===== src/rtl/module_ifetch_pkg.sv =====
// Shared definitions for the instruction fetch stage: FSM state encoding,
// instruction size and the word-alignment mask applied to redirect targets.
package module_ifetch_pkg;

    typedef enum logic [1:0] {
        ST_IDLE,
        ST_WAIT,
        ST_DROP
    } fetch_state_e;

    localparam int unsigned INSTR_BYTES = 4;

    // Clears address bits [1:0]; sliced down to the datapath width by users.
    localparam logic [63:0] WORD_ALIGN_MASK = ~64'h3;

endpackage


===== src/rtl/module_ifetch_inst_queue.sv =====
// Synchronous FIFO holding {pc, instr} pairs for the fetch stage.
// Head entry is presented combinationally; clear wins over push and pop.
module module_inst_queue
    import module_ifetch_pkg::*;
#(
    parameter int unsigned WIDTH = 64,
    parameter int unsigned DEPTH = 2
) (
    input  logic                     clk,
    input  logic                     rst,
    input  logic                     i_push,
    input  logic                     i_pop,
    input  logic                     i_clear,
    input  logic [WIDTH-1:0]         i_data,
    output logic [WIDTH-1:0]         o_data,
    output logic                     o_full,
    output logic                     o_empty,
    output logic [$clog2(DEPTH):0]   o_count
);

    localparam int unsigned AW = $clog2(DEPTH);
    localparam int unsigned CW = AW + 1;

    logic [WIDTH-1:0] r_mem [DEPTH];
    logic [AW-1:0]    r_rd_ptr;
    logic [AW-1:0]    r_wr_ptr;
    logic [CW-1:0]    r_count;

    // Storage, pointers and occupancy; storage is zeroed on reset so the head reads 0
    always_ff @(posedge clk or posedge rst) begin
        if (rst) begin
            for (int unsigned i = 0; i < DEPTH; i++) begin
                r_mem[i] <= '0;
            end
            r_rd_ptr <= '0;
            r_wr_ptr <= '0;
            r_count  <= '0;
        end else if (i_clear) begin
            r_rd_ptr <= '0;
            r_wr_ptr <= '0;
            r_count  <= '0;
        end else begin
            if (i_push) begin
                r_mem[r_wr_ptr] <= i_data;
                r_wr_ptr        <= r_wr_ptr + AW'(1);
            end
            if (i_pop) begin
                r_rd_ptr <= r_rd_ptr + AW'(1);
            end
            r_count <= r_count + CW'(i_push) - CW'(i_pop);
        end
    end

    assign o_data  = r_mem[r_rd_ptr];
    assign o_empty = (r_count == '0);
    assign o_full  = (r_count == CW'(DEPTH));
    assign o_count = r_count;

endmodule


===== src/rtl/module_ifetch.sv =====
// Instruction fetch stage: issues one word request at a time over req/ack,
// queues returned words with their PCs and hands them to decode via
// valid/ready. A redirect reloads the fetch address and flushes everything.
// Optional FETCH_PERF_EN adds saturating stall/flush performance counters.
module module_ifetch
    import module_ifetch_pkg::*;
#(
    parameter int unsigned           WORD_SIZE   = 32,
    parameter int unsigned           QUEUE_DEPTH = 2,
    parameter logic [WORD_SIZE-1:0]  RESET_ADDR  = '0
) (
    input  logic                  clk,
    input  logic                  reset,
    input  logic                  redirect_en,
    input  logic [WORD_SIZE-1:0]  redirect_addr,
    output logic                  imem_req,
    output logic [WORD_SIZE-1:0]  imem_addr,
    input  logic                  imem_ack,
    input  logic [WORD_SIZE-1:0]  imem_rdata,
    output logic                  inst_valid,
    input  logic                  inst_ready,
    output logic [WORD_SIZE-1:0]  inst_out,
    output logic [WORD_SIZE-1:0]  inst_pc
`ifdef FETCH_PERF_EN
    ,
    output logic [31:0]           perf_stall_cycles,
    output logic [31:0]           perf_flush_count
`endif
);

    localparam int unsigned          CW      = $clog2(QUEUE_DEPTH) + 1;
    localparam logic [CW-1:0]        DEPTH_C = CW'(QUEUE_DEPTH);
    localparam logic [WORD_SIZE-1:0] STEP_C  = WORD_SIZE'(INSTR_BYTES);

    fetch_state_e           r_state, w_state_nxt;
    logic                   r_req, w_req_nxt;
    logic [WORD_SIZE-1:0]   r_addr, w_addr_nxt;
    logic [WORD_SIZE-1:0]   r_fetch_pc, w_pc_nxt;

    logic                   w_push;
    logic                   w_pop;
    logic                   w_full;
    logic                   w_empty;
    logic [CW-1:0]          w_count;
    logic [2*WORD_SIZE-1:0] w_head;
    logic [WORD_SIZE-1:0]   w_target;
    logic [WORD_SIZE-1:0]   w_pc_inc;
    logic                   w_room_after_ack;

    assign w_pop    = !w_empty && inst_ready;
    assign w_target = redirect_addr & WORD_ALIGN_MASK[WORD_SIZE-1:0];
    assign w_pc_inc = r_fetch_pc + STEP_C;
    // Room for another request once this ack is pushed: count - pop + 1 < DEPTH
    assign w_room_after_ack = (w_count - CW'(w_pop)) < (DEPTH_C - CW'(1));

    module_inst_queue #(
        .WIDTH (2 * WORD_SIZE),
        .DEPTH (QUEUE_DEPTH)
    ) u_queue (
        .clk     (clk),
        .rst     (reset),
        .i_push  (w_push),
        .i_pop   (w_pop),
        .i_clear (redirect_en),
        .i_data  ({r_addr, imem_rdata}),
        .o_data  (w_head),
        .o_full  (w_full),
        .o_empty (w_empty),
        .o_count (w_count)
    );

    // Fetch FSM state, request and fetch-address registers
    always_ff @(posedge clk or posedge reset) begin
        if (reset) begin
            r_state    <= ST_IDLE;
            r_req      <= 1'b0;
            r_addr     <= RESET_ADDR;
            r_fetch_pc <= RESET_ADDR;
        end else begin
            r_state    <= w_state_nxt;
            r_req      <= w_req_nxt;
            r_addr     <= w_addr_nxt;
            r_fetch_pc <= w_pc_nxt;
        end
    end

    // Next-state, request issue and push decisions; redirect has top priority
    always_comb begin
        w_state_nxt = r_state;
        w_req_nxt   = r_req;
        w_addr_nxt  = r_addr;
        w_pc_nxt    = r_fetch_pc;
        w_push      = 1'b0;
        unique case (r_state)
            ST_IDLE: begin
                if (redirect_en) begin
                    w_pc_nxt = w_target;
                end else if (!w_full || w_pop) begin
                    w_req_nxt   = 1'b1;
                    w_addr_nxt  = r_fetch_pc;
                    w_state_nxt = ST_WAIT;
                end
            end
            ST_WAIT: begin
                if (redirect_en) begin
                    w_pc_nxt = w_target;
                    if (imem_ack) begin
                        w_req_nxt   = 1'b0;
                        w_state_nxt = ST_IDLE;
                    end else begin
                        w_state_nxt = ST_DROP;
                    end
                end else if (imem_ack) begin
                    w_push   = 1'b1;
                    w_pc_nxt = w_pc_inc;
                    if (w_room_after_ack) begin
                        w_addr_nxt = w_pc_inc;
                    end else begin
                        w_req_nxt   = 1'b0;
                        w_state_nxt = ST_IDLE;
                    end
                end
            end
            ST_DROP: begin
                if (redirect_en) begin
                    w_pc_nxt = w_target;
                end
                // An ack always retires the abandoned request, even alongside a new redirect
                if (imem_ack) begin
                    w_req_nxt   = 1'b0;
                    w_state_nxt = ST_IDLE;
                end
            end
            default: begin
                w_req_nxt   = 1'b0;
                w_state_nxt = ST_IDLE;
            end
        endcase
    end

    assign imem_req   = r_req;
    assign imem_addr  = r_addr;
    assign inst_valid = !w_empty;
    assign inst_out   = w_head[WORD_SIZE-1:0];
    assign inst_pc    = w_head[2*WORD_SIZE-1:WORD_SIZE];

`ifdef FETCH_PERF_EN
    logic [31:0] r_perf_stall;
    logic [31:0] r_perf_flush;

    // Saturating counters for decode starvation cycles and redirect cycles
    always_ff @(posedge clk or posedge reset) begin
        if (reset) begin
            r_perf_stall <= '0;
            r_perf_flush <= '0;
        end else begin
            if (inst_ready && w_empty && (r_perf_stall != '1)) begin
                r_perf_stall <= r_perf_stall + 32'd1;
            end
            if (redirect_en && (r_perf_flush != '1)) begin
                r_perf_flush <= r_perf_flush + 32'd1;
            end
        end
    end

    assign perf_stall_cycles = r_perf_stall;
    assign perf_flush_count  = r_perf_flush;
`endif

endmodule


===== config.mk =====
export PLATFORM = sky130hd
export DESIGN_NAME = module_ifetch
export DESIGN_NICKNAME = d
export VERILOG_FILES = /design/src/rtl/module_ifetch_pkg.sv /design/src/rtl/module_ifetch_inst_queue.sv /design/src/rtl/module_ifetch.sv
export SDC_FILE = /design/constraint.sdc
export NUM_CORES = 1
export LEC_CHECK = 0
export CORE_ASPECT_RATIO = 0.9
export CORE_MARGIN = 3
export CORE_UTILIZATION = 40
export CTS_CLUSTER_DIAMETER = 30
export DETAILED_ROUTE_END_ITERATION = 12
export PLACE_DENSITY = 0.71
export SYNTH_ARGS = -nofsm -noshare
export SYNTH_HDL_FRONTEND = slang
export SYNTH_SLANG_ARGS = --single-unit

===== constraint.sdc =====
create_clock -name clk -period 20 [get_ports clk]
set_clock_uncertainty 0.15 [all_clocks]
set_input_delay 5 -clock clk [delete_from_list [all_inputs] [get_ports clk]]
set_output_delay 5 -clock clk [all_outputs]
set_load 0.02 [all_outputs]

==> metrics.md <==
| Metric | Value |
|---|---|
| Result of the run | finished clean |
| Crit path from | redirect_en |
| Headroom to the max-slew limit | 30.59% |
| Post-route clock period utilization | 38.89% |
| Total setup violations reported at the end of the flow | 0 |
| Top-area cell type share of the netlist area | 50.98% |
| Count of boundary I/O pins | 167 |
| Via count of the first global-routing pass | 6583 |
| Hold-fix buffer count after cts | 0 |
| Buffer cell driving the clock tree root | sky130_fd_sc_hd__clkbuf_16 |
| Number of CTS-inserted buffers | 17 |
| Flop pwr share | 36.6% |
| Worst Tran Pin Value | 1.041 ns |
| EDFF count, synth | 0 |
| FFs w/ async S/R, synth | 100.0% |
| Count of antenna-violating nets left after detailed routing | 0 |
| XOR/XNOR share of the synthesized area | 2.989% |
| Required time of the critical path | 20.16 ns |
| Destination of the worst hold path | u_queue.r_mem[114]$_DFFE_PP0P_ |
| Areal power density over the cells | 167.9 nW/um2 |
| Iteration count of the initial detailed-routing pass | 5 |
| Die height | 151.2 um |
| Reported max-cap violation count | 0 |
| Startpoint types | primary input |
| Post-Route Setup TNS | 0 ns |
| Sequential share of the synthesized area | 50.98% |
| Top area cells in the synthesized netlist | sky130_fd_sc_hd__dfrtp_1 51%, sky130_fd_sc_hd__mux2_2 21%, sky130_fd_sc_hd__a21oi_1 3.8%, sky130_fd_sc_hd__nor2_1 2.4%, sky130_fd_sc_hd__xnor2_1 2.1% |
| H-tree level count | 4 |
| Critical-path maximum fanout | 62 |
| Compound-Gate Fraction of Synth Area | 9.022% |
| Register bit count reported by yosys | 191 |
| Sum of net half-perimeters after detailed placement | 14350 um |
| Dominant combinational cell family by area after synthesis | multiplexers |
| Total power | 1954 uW |
| Minimum period implied by the final worst setup slack | 7.778 ns |
| Start of the worst register-to-register path | r_state[0]$_DFFE_PP0P_ |
| Per-cell via count in the routed design | 5.379 |
| Switching part of the total | 38.17% |
| Global-route wire length before repair | 35690 um |
| Core area | 22770 um2 |
| Worst min-delay path class | reg2reg |
| Area fraction in and, or, nand and nor cells after synthesis | 9.716% |
| Sinks on Clock Net | 191 |
| Overall routed net length | 21790 um |
| Cell Count Post-Placement | 1196 |
| Net total in the final layout | 991 |
| Aggregate global routing overflow | 0 |
| Synthesis-to-layout area growth | 24.17% |
| Clock-pin slew reported for the worst setup and hold paths after clock tree synthesis | 0.07 ns |
| Global placer's final weighted congestion | 0.8575 |
| Number of warnings printed during yosys synthesis | 0 |
| RSZ-0062 raised after global routing | false |
| CTS tree | done |
| Die Outline Area | 25310 um2 |
| Iteration-0 DRC Markers | 359 |
| Internal power of the cells | 1208 uW |
| Fraction of synthesized area in multiplexers | 22.45% |
| N_diodes | 0 |
| Worst ir drop on vdd | 0.08299 mV |
| Maximum count of clock buffers along a single path | 2 |
| Hold Path Depth | 1 |
| Arr. time, crit path | 7.93 ns |
| Ratio of cells with drive above 1 in the final layout | 25.67% |
| Port Buf Inserts | 160 |
| R2r endpoint | u_queue.r_mem[46]$_DFFE_PP0P_ |
| DRC errors left | 0 |
| Leak | 0.004690 uW |
| Syn Area/Cell | 11.81 um2 |
| Clock network fraction of design power | 17.2% |
| Buffers inserted by post-CTS timing repair | 0 |
| Leading area contributor after synthesis | sky130_fd_sc_hd__dfrtp_1 |
| Filler Cells Inserted | 2054 |
| R2R cell count | 4 |
| Post-synthesis instance total | 794 |
| Routed wirelength normalized by instance count | 17.74 um |
| Distinct cell type count after synthesis | 62 |
| Kind of end point of the critical path | flip-flop |
| Critical path class | in2reg |
| Layout Cells excl Fill | 1228 |
| Cells resized by post-CTS repair | 0 |
| Count of standard-cell rows | 52 |
| HP Start | u_queue.r_mem[114]$_DFFE_PP0P_ |
| Combinational group share of total power | 46.1% |
| Starting utilization of the core area | 41.17% |
| Clk Latency, worst-skew pair | 0.43 ns |
| Hold Fails Final Rpt | 0 |
| Count of vias placed by the detailed router | 6606 |
| Initial antenna violation count | 0 |
| Max-slew violation count | 0 |
| Main flop type after synthesis | sky130_fd_sc_hd__dfrtp_1 |
| Post-Synth Adder-Cell Area | 0.5338% |
| Cell area after synthesis | 9375 um2 |
| Overall fraction of global-route tracks in use | 17.44% |
| Die span in x | 167.4 um |
| Setup slack on the worst flop-to-flop path | 16.85 ns |
| Sw power | 746.0 uW |
| Highest clock frequency the design can meet | 128.6 MHz |
| Largest net degree at the start of global routing | 120 |
power by group through the flow:
| stage | registers [uW] | logic (uW) | clock network, uW |
|---|---|---|---|
| finish | 716 | 901 | 337 |
| global route | 748 | 971 | 362 |
| CTS | 717 | 909 | 347 |
| detailed placement | 725 | 903 | 0 |
| global placement | 713 | 892 | 0 |
| floorplan | 704 | 583 | 0 |
sequential cells by signal (all words and copies together) (netlist names):
name	flops
u_queue.r_mem	124
imem_addr	30
r_fetch_pc	30
r_state	2
u_queue.o_count	2
imem_req	1
u_queue.r_rd_ptr	1
u_queue.r_wr_ptr	1
routing by layer:
layer	part of all wire [%]	up-vias	track usage [%]
met3	5.9	16	3.888
met4	1.2	0	4.376
met2	44	223	26.58
li1	-	3106	-
met5	0	-	0
met1	49	3261	25.37
layout make-up:
class	count	area, um2	area share (%)
Sequential cell	191	4781	41.07
Clock inverter	14	150.1	1.290
Timing Repair Buffer	166	1647	14.14
Inverter	9	41.29	0.3547
Multi-Input combinational cell	533	4222	36.26
Tap cell	297	371.6	3.192
Clock buffer	18	429.2	3.687
per-stage QoR:
| step | area, um2 | setup WS [ns] | hold slack [ns] | utilization, % |
|---|---|---|---|---|
| floorplan | 9387 | 9.651 | 0.3041 | - |
| global placement | 11060 | 11.78 | 0.3130 | 48.58 |
| detailed placement | 11060 | 11.78 | 0.3235 | 48.58 |
| CTS | 11640 | 12.23 | 0.3411 | 51.12 |
| global route | 11640 | 12.00 | 0.3610 | 51.12 |
| finish | 11640 | 12.22 | 0.3362 | 51.12 |
synth_stat cells, types with 7 or more instances:
cell and instances:
sky130_fd_sc_hd__buf_2 22, sky130_fd_sc_hd__clkbuf_1 21, sky130_fd_sc_hd__dfrtp_1 191, sky130_fd_sc_hd__buf_4 7, sky130_fd_sc_hd__xnor2_1 22, sky130_fd_sc_hd__o22ai_1 13, sky130_fd_sc_hd__a21oi_1 72, sky130_fd_sc_hd__nand2_1 27
sky130_fd_sc_hd__o21ai_0 18, sky130_fd_sc_hd__mux2_1 10, sky130_fd_sc_hd__nand3_1 23, sky130_fd_sc_hd__xor2_1 10, sky130_fd_sc_hd__inv_1 9, sky130_fd_sc_hd__nor2_1 61, sky130_fd_sc_hd__mux2_2 176, sky130_fd_sc_hd__nand4_1 10
critical path, cell delays in order:
cell,delay [ns]
sky130_fd_sc_hd__clkdlybuf4s50_1,0.72
sky130_fd_sc_hd__a21oi_1,0.12
sky130_fd_sc_hd__a21oi_2,0.14
sky130_fd_sc_hd__buf_4,0.44
sky130_fd_sc_hd__nand3_4,0.84
sky130_fd_sc_hd__mux2_1,0.63
cells in the final DEF, fill, tap and decap left out, drive strengths merged, types with 9 or more instances in the layout:
cell type      netlist  final
a21oi               76     76
clkbuf              26     18
clkdlybuf4s50        0    160
dfrtp              191    191
inv                  9     15
mux2               186    186
nand2               27     27
nand3               25     25
nand4               11     11
nor2                62     62
nor4                 9      9
o21ai               19     19
o22ai               13     13
xnor2               22     22
xor2                10     10
logic make-up after synthesis:
group | count (synthesis)
compound gates | 139
xor+xnor | 32
fa+ha+maj | 4
buf+inv | 73
flops | 191
mux | 187
other cells | 1
simple gates | 167
worst max-delay path by stage:
stage | depth (start not counted) | to | slack (ns)
2_1_floorplan | 1 | imem_addr[10]$_DFFE_PP0P_ | 9.65
3_3_place_gp | 5 | u_queue.r_mem[45]$_DFFE_PP0P_ | 11.78
4_1_cts | 5 | u_queue.r_mem[51]$_DFFE_PP0P_ | 12.23
3_5_place_dp | 6 | u_queue.r_mem[51]$_DFFE_PP0P_ | 11.78
5_1_grt | 5 | u_queue.r_mem[46]$_DFFE_PP0P_ | 12.00
6_report | 6 | u_queue.r_mem[46]$_DFFE_PP0P_ | 12.22
Power figures use the tool's default switching activity.
